## config.mk

```make
export PLATFORM = sky130hd
export DESIGN_NAME = if_fetch_unit
export DESIGN_NICKNAME = d
export VERILOG_FILES = /design/src/rtl/if_fetch_unit_pkg.sv /design/src/rtl/if_hold_buf.sv /design/src/rtl/if_fetch_unit.sv
export SDC_FILE = /design/constraint.sdc
export NUM_CORES = 1
export LEC_CHECK = 0
export CORE_MARGIN = 1.5
export CORE_UTILIZATION = 52
export CTS_BUF_LIST = sky130_fd_sc_hd__clkbuf_4 sky130_fd_sc_hd__clkbuf_8
export CTS_CLUSTER_DIAMETER = 80
export DETAILED_ROUTE_END_ITERATION = 10
export MAX_ROUTING_LAYER = met4
export PLACE_DENSITY = 0.86
export SLEW_MARGIN = 40
export SYNTH_ARGS = -nofsm -noshare
export SYNTH_HDL_FRONTEND = slang
export SYNTH_SLANG_ARGS = --single-unit
```

## constraint.sdc

```tcl
create_clock -name clk -period 5.5 [get_ports clk]
set_input_delay 1.65 -clock clk [delete_from_list [all_inputs] [get_ports clk]]
set_output_delay 1.65 -clock clk [all_outputs]
set_load 0.01 [all_outputs]
```

## src/rtl/if_fetch_unit_pkg.sv

```systemverilog
// Shared definitions for the instruction fetch stage: IB entry layout,
// fetch FSM state encoding, exception codes and the entry packing helper.
package if_fetch_unit_pkg;

    localparam int IB_W        = 71;
    localparam int EXC_FIELD_W = 6;
    localparam int IB_VLD_BIT  = 0;
    localparam int IB_INSN_LSB = 1;
    localparam int IB_PC_LSB   = 33;
    localparam int IB_EXC_LSB  = 65;

    typedef enum logic [2:0] {
        ST_IDLE  = 3'd0,
        ST_REQ   = 3'd1,
        ST_WAIT  = 3'd2,
        ST_HOLD  = 3'd3,
        ST_DROP  = 3'd4,
        ST_FAULT = 3'd5
    } fetch_state_e;

    localparam logic [EXC_FIELD_W-1:0] EXC_NONE            = 6'h00;
    localparam logic [EXC_FIELD_W-1:0] EXC_IFETCH_ERR      = 6'h01;
    localparam logic [EXC_FIELD_W-1:0] EXC_IFETCH_MISALIGN = 6'h02;

    function automatic logic [IB_W-1:0] pack_entry(
        input logic [EXC_FIELD_W-1:0] exc,
        input logic [31:0]            pc,
        input logic [31:0]            insn
    );
        logic [IB_W-1:0] e;
        e                              = '0;
        e[IB_EXC_LSB +: EXC_FIELD_W]   = exc;
        e[IB_PC_LSB +: 32]             = pc;
        e[IB_INSN_LSB +: 32]           = insn;
        e[IB_VLD_BIT]                  = 1'b1;
        return e;
    endfunction

endpackage

```

## src/rtl/if_hold_buf.sv

```systemverilog
// One-entry holding register that parks a fetched IB entry while the IB
// is full. Clear wins over load so a flush never resurrects an entry.
module if_hold_buf
    import if_fetch_unit_pkg::*;
#(
    parameter int W = IB_W
) (
    input  logic         clk,
    input  logic         rst_,
    input  logic         load,
    input  logic         clear,
    input  logic [W-1:0] din,
    output logic         valid,
    output logic [W-1:0] data
);

    // Entry storage with valid flag
    always_ff @(posedge clk or negedge rst_) begin
        if (!rst_) begin
            valid <= 1'b0;
            data  <= '0;
        end else if (clear) begin
            valid <= 1'b0;
            data  <= '0;
        end else if (load) begin
            valid <= 1'b1;
            data  <= din;
        end
    end

endmodule

```

## src/rtl/if_fetch_unit.sv

```systemverilog
// Instruction fetch stage feeding the IB FIFO: single-outstanding imem
// requests, IB back-pressure, stall and flush/redirect. Optional feature
// macro: IF_MISALIGN_CHECK_EN (misaligned PC raises a fetch fault entry).
module if_fetch_unit
    import if_fetch_unit_pkg::*;
#(
    parameter logic [31:0] RESET_VECTOR = 32'h0000_0000,
    parameter int          EXC_W        = 6
) (
    input  logic               clk,
    input  logic               rst_,
    input  logic               stall,
    input  logic               flush,
    input  logic [31:0]        redirect_pc,
    output logic               imem_req,
    output logic [31:0]        imem_addr,
    input  logic               imem_gnt,
    input  logic               imem_rvalid,
    input  logic [31:0]        imem_rdata,
    input  logic               imem_err,
    input  logic               ib_full,
    output logic               ib_w_en,
    output logic [EXC_W+64:0]  ib_data
);

    fetch_state_e    state_r;
    logic [31:0]     pc_r;
    logic [31:0]     pc_inc_s;
    logic            misalign_s;
    logic            gnt_s;
    logic [IB_W-1:0] resp_entry_s;
    logic            hold_load_s;
    logic            hold_clear_s;
    logic            hold_valid_s;
    logic [IB_W-1:0] hold_data_s;
    logic            hold_err_s;

`ifdef IF_MISALIGN_CHECK_EN
    assign misalign_s = (pc_r[1:0] != 2'b00);
    assign imem_addr  = pc_r;
`else
    assign misalign_s = 1'b0;
    assign imem_addr  = {pc_r[31:2], 2'b00};
`endif

    assign imem_req     = (state_r == ST_REQ) && !misalign_s;
    assign gnt_s        = imem_req && imem_gnt;
    assign pc_inc_s     = pc_r + 32'd4;
    assign resp_entry_s = imem_err ? pack_entry(EXC_IFETCH_ERR, pc_r, 32'h0000_0000)
                                   : pack_entry(EXC_NONE, pc_r, imem_rdata);
    assign hold_err_s   = (hold_data_s[IB_EXC_LSB +: EXC_FIELD_W] != EXC_NONE);
    assign hold_clear_s = flush || ((state_r == ST_HOLD) && !ib_full);

    if_hold_buf #(.W(IB_W)) u_hold_buf (
        .clk   (clk),
        .rst_  (rst_),
        .load  (hold_load_s),
        .clear (hold_clear_s),
        .din   (resp_entry_s),
        .valid (hold_valid_s),
        .data  (hold_data_s)
    );

    // IB write port: fresh response, replay of the held entry, or misalign fault entry
    always_comb begin
        ib_w_en     = 1'b0;
        ib_data     = '0;
        hold_load_s = 1'b0;
        if (flush) begin
            ib_w_en = 1'b0;
        end else begin
            case (state_r)
                ST_WAIT: begin
                    if (imem_rvalid && !ib_full) begin
                        ib_w_en = 1'b1;
                        ib_data = resp_entry_s;
                    end else if (imem_rvalid) begin
                        hold_load_s = 1'b1;
                    end else begin
                        hold_load_s = 1'b0;
                    end
                end
                ST_HOLD: begin
                    if (hold_valid_s && !ib_full) begin
                        ib_w_en = 1'b1;
                        ib_data = hold_data_s;
                    end else begin
                        ib_w_en = 1'b0;
                    end
                end
                ST_REQ: begin
                    if (misalign_s && !ib_full) begin
                        ib_w_en = 1'b1;
                        ib_data = pack_entry(EXC_IFETCH_MISALIGN, pc_r, 32'h0000_0000);
                    end else begin
                        ib_w_en = 1'b0;
                    end
                end
                default: ib_w_en = 1'b0;
            endcase
        end
    end

    // Fetch FSM and PC; flush overrides every other transition
    always_ff @(posedge clk or negedge rst_) begin
        if (!rst_) begin
            state_r <= ST_IDLE;
            pc_r    <= RESET_VECTOR;
        end else if (flush) begin
            pc_r <= redirect_pc;
            case (state_r)
                ST_WAIT:  state_r <= imem_rvalid ? ST_REQ : ST_DROP;
                ST_REQ:   state_r <= gnt_s ? ST_DROP : ST_REQ;
                // An old response is still owed; keep waiting so only one stays outstanding
                ST_DROP:  state_r <= imem_rvalid ? ST_REQ : ST_DROP;
                default:  state_r <= ST_REQ;
            endcase
        end else begin
            case (state_r)
                ST_IDLE: begin
                    if (!stall && !ib_full) begin
                        state_r <= ST_REQ;
                    end
                end
                ST_REQ: begin
                    if (misalign_s) begin
                        if (!ib_full) begin
                            state_r <= ST_FAULT;
                        end
                    end else if (gnt_s) begin
                        state_r <= ST_WAIT;
                    end
                end
                ST_WAIT: begin
                    if (imem_rvalid) begin
                        if (ib_full) begin
                            state_r <= ST_HOLD;
                        end else if (imem_err) begin
                            state_r <= ST_FAULT;
                        end else begin
                            pc_r    <= pc_inc_s;
                            state_r <= stall ? ST_IDLE : ST_REQ;
                        end
                    end
                end
                ST_HOLD: begin
                    if (!ib_full) begin
                        if (hold_err_s) begin
                            state_r <= ST_FAULT;
                        end else begin
                            pc_r    <= pc_inc_s;
                            state_r <= stall ? ST_IDLE : ST_REQ;
                        end
                    end
                end
                ST_DROP: begin
                    if (imem_rvalid) begin
                        state_r <= ST_REQ;
                    end
                end
                ST_FAULT: state_r <= ST_FAULT;
                default:  state_r <= ST_IDLE;
            endcase
        end
    end

endmodule

```

==> results.py <==
metrics = {
    "floorplanning": {
        "die_w_um": 107.6,
        "core_mm2": 0.01075,
        "io_pins": 177,
        "std_cell_rows": 38,
        "die_y_um": 107.6,
        "start_util_pct": 52.99,
        "die_area_mm2": 0.01159,
    },
    "sta": {
        "fin_crit_ps": 5330,
        "clock.fmax_ghz": 0.1876,
        "whs_ps": 512.3,
        "grt_setup_unrepaired": "no",
        "final.setup_skew_ps": 16.12,
        "drv_slew": 0,
        "slew_headroom_pct": 50.91,
        "final-setup-viol-count": 0,
        "tns_ps": 0,
        "hold_violations": 0,
        "finalCritPeriodShare_pct": 96.92,
        "tightest_slew_ps": 736.4,
    },
    "logic_synthesis": {
        "ys_ff_latch": 101,
        "ys_seq_area_share_pct": 44.39,
        "synth.avg_cell_area_um2": 9.082,
        "synth_top_area_cell": "dfrtp_1",
        "synth.area.top_cells": "dfrtp_1 (44%), a22o_1 (10%), a22oi_1 (8.6%), nor2_1 (5.1%), nor2b_1 (3.8%)",
        "synth_edf_count": 0,
        "synthAdderAreaFrac_pct": 0.2197,
        "synth_xor_area_share_pct": 3.845,
        "synthArstFlopShare_pct": 100.0,
        "ys.warnings.count": 0,
        "synth_top_family_by_area": "compound AO/OA/AOI/OAI gates",
        "ys.flop_type": "dfrtp_1",
        "synth_cell_types": 51,
        "netlist_area_mm2": 0.005694,
        "yosys.area_share.simple_pct": 20.17,
        "synthMuxAreaShare_pct": 0.7471,
        "syn-instance-count": 627,
        "yosysTopAreaCellShare_pct": 44.39,
        "synth-compound-area-share_pct": 24.63,
    },
    "route": {
        "first_iter_violations": 497,
        "wire_per_inst_um": 18.19,
        "vias_per_cell": 6.176,
        "first_pass_iters": 5,
        "drc": 0,
        "routed_wl_mm": 16.41,
        "ant_nets": 0,
        "num_vias": 5571,
    },
    "worst_setup_path": {
        "worstReg2RegEnd": "pc_r[27]",
        "startpoint": "ib_full",
        "cpMaxStageDelayCell": "clkdlybuf4s50_1",
        "r2r_slack_ps": 3080,
        "crit_required_ps": 3850,
        "start_kind": "input port",
        "regToRegStartpoint": "state_r[0]",
        "r2r_cells": 5,
        "cpPeakStageDelay_ps": 560,
        "worstPathArrival_ps": 3680,
        "cp-end-kind": "output port",
        "crit_path_end": "ib_data[31]",
        "cp_max_fo": 43,
        "critPathKind": "input port to output port",
        "crit_cells": 7,
        "cpLargestDelayFamily": "buffers and inverters",
        "path_cells": "clkdlybuf4s50_1 -> nor3b_2 -> and3_2 -> buf_12 -> a22oi_1 -> nor2_1 -> clkdlybuf4s50_1",
        "critical_path_buf_inv_count": 3,
        "crit_top_cell": "clkdlybuf4s50_1",
    },
    "cts": {
        "cts_tree": "done",
        "clkSlewWorstSetupHoldPaths_ps": 80,
        "cts.sinks": 101,
        "numCtsBuffers": 9,
        "clock_latency_ps": 360,
        "cts_root_buffer": "clkbuf_8",
        "htreeDepth": 3,
        "clk_path_buf_depth": 2,
    },
    "layout": {
        "nNetsFinal": 831,
        "multi_input_area_mm2": 0.002882,
        "filler_cell_count": 823,
        "antenna_cells": 0,
        "area_delta_synth_final_pct": 34.65,
        "drive_above_1_share_pct": 6.562,
        "final_cells": 902,
        "regArea_mm2": 0.002527,
    },
    "place": {
        "dpl.hpwl_mm": 11.29,
        "gp_congestion": 0.9184,
        "dpl.cell_count": 887,
        "io_buffer_count": 169,
    },
    "global_routing": {
        "grt_max_degree": 66,
        "grt_pass1_wl_mm": 26.29,
        "overflow": 0,
        "grt_pass1_vias": 5282,
        "track_usage_pct": 29.26,
        "antenna_found_initial": 0,
    },
    "min_path": {
        "worstHoldPathType": "flip-flop to flip-flop",
    },
    "power_and_ir_drop": {
        "vdd.ir_drop.worst_mv": 0.1239,
        "p_leak_nw": 2.867,
        "powerDensity_mw_per_mm2": 222.3,
    },
    "outcome": {
        "run_status": "completed",
    },
    "flow_run": {
        "max-cap-violations": 0,
    },
}
## routing by layer
metal | track usage (%) | share of wire [%] | vias up
li1 | - | - | 2520
met1 | 39.11 | 42 | 2746
met2 | 45.81 | 49 | 265
met3 | 4.358 | 6.5 | 40
met4 | 10.34 | 2.7 | 0
met5 | - | 0 | -
## timing repair
item	4_1_cts	5_1_grt
gates resized for setup	0	1
setup buffers	0	0
endpoints found under the setup margin	0	30
hold buffers	0	0
## logic make-up (layout without fill, tap and decap cells)
family	Yosys count	in the layout
AND/OR/NAND/NOR	228	228
AO/OA/AOI/OAI	188	188
flip-flops	101	101
buffers and inverters	79	208
XOR/XNOR	25	25
multiplexers	4	4
adder cells (fa/ha/maj)	1	1
other	1	7
## state kept, by name (all words and copies together), names as in the netlist
name / count
state_r: 3
pc_r: 32
u_hold_buf.data: 66
## worst min-delay path by stage
stage | cells after the start | slack (ps) | to | start
final | 1 | 510 | u_hold_buf.data[10] | u_hold_buf.data[10]
after global routing | 1 | 530 | u_hold_buf.data[22] | u_hold_buf.data[22]
after CTS | 1 | 510 | u_hold_buf.data[20] | u_hold_buf.data[20]
after detailed placement | 1 | 490 | u_hold_buf.data[17] | u_hold_buf.data[17]
after global placement | 1 | 490 | u_hold_buf.data[63] | u_hold_buf.data[63]
after floorplan | 1 | 470 | u_hold_buf.data[33] | u_hold_buf.data[33]
## cell type report
class / instances / share of cell area, %
Sequential cell: 101 / 32.96
Inverter: 6 / 0.2937
Clock inverter: 4 / 0.6527
Clock buffer: 11 / 1.811
Timing Repair Buffer: 187 / 24.41
Tap cell: 140 / 2.285
Multi-Input combinational cell: 453 / 37.58
## cells in the mapped netlist (8+ instances only)
| library cell | instances |
|---|---|
| a22o_1 | 65 |
| nor2b_1 | 35 |
| a22oi_1 | 65 |
| dfrtp_1 | 101 |
| nand2_1 | 43 |
| buf_1 | 13 |
| nand4_1 | 8 |
| nand3_1 | 12 |
| buf_2 | 9 |
| nor2_1 | 77 |
| clkbuf_1 | 43 |
| buf_4 | 8 |
| nor4_1 | 18 |
| o21ai_0 | 33 |
| xnor2_1 | 24 |
## where the power goes
group          switching (W)  leakage, nW  internal, W
registers          0.0000889         1.34     0.000780
clock network       0.000250       0.0922     0.000218
logic               0.000192         1.43     0.000176
## per-stage QoR
stage | instance area [um2] | setup WS [ps] | total power, W | util [%]
floorplan | 5717 | 592.9 | 0.001057 | -
global placement | 7440 | 188.8 | 0.001221 | 69.24
detailed placement | 7473 | 85.59 | 0.001243 | 69.55
CTS | 7662 | 80.77 | 0.001705 | 71.31
global route | 7667 | 25.28 | 0.001780 | 71.36
finish | 7667 | 169.6 | 0.001705 | 71.36
## placed cells by master (no fill, tap or decap), types with 2 or more instances in the layout
| master | count |
|---|---|
| buf_12 | 3 |
| and2_1 | 3 |
| o211a_1 | 2 |
| nor2b_1 | 35 |
| nor4b_1 | 4 |
| and4_1 | 3 |
| a22o_1 | 65 |
| a21oi_1 | 5 |
| a31oi_1 | 3 |
| o31ai_1 | 3 |
| and3_1 | 3 |
| clkbuf_8 | 9 |
| o21ai_0 | 33 |
| dfrtp_1 | 101 |
| nand4_1 | 8 |
| xnor2_1 | 24 |
| conb_1 | 7 |
| buf_4 | 14 |
| nor4_1 | 18 |
| nand2b_1 | 2 |
| clkbuf_4 | 2 |
| mux2i_1 | 2 |
| nor3_1 | 5 |
| and3_2 | 2 |
| nand2_1 | 42 |
| inv_1 | 5 |
| nor2_1 | 77 |
| nand3_1 | 12 |
| clkinvlp_4 | 2 |
| nor3b_1 | 2 |
| mux2_2 | 2 |
| a22oi_1 | 65 |
| buf_8 | 2 |
| o211ai_1 | 3 |
| clkdlybuf4s50_1 | 167 |
No activity file was read; power rests on OpenSTA's default activity.
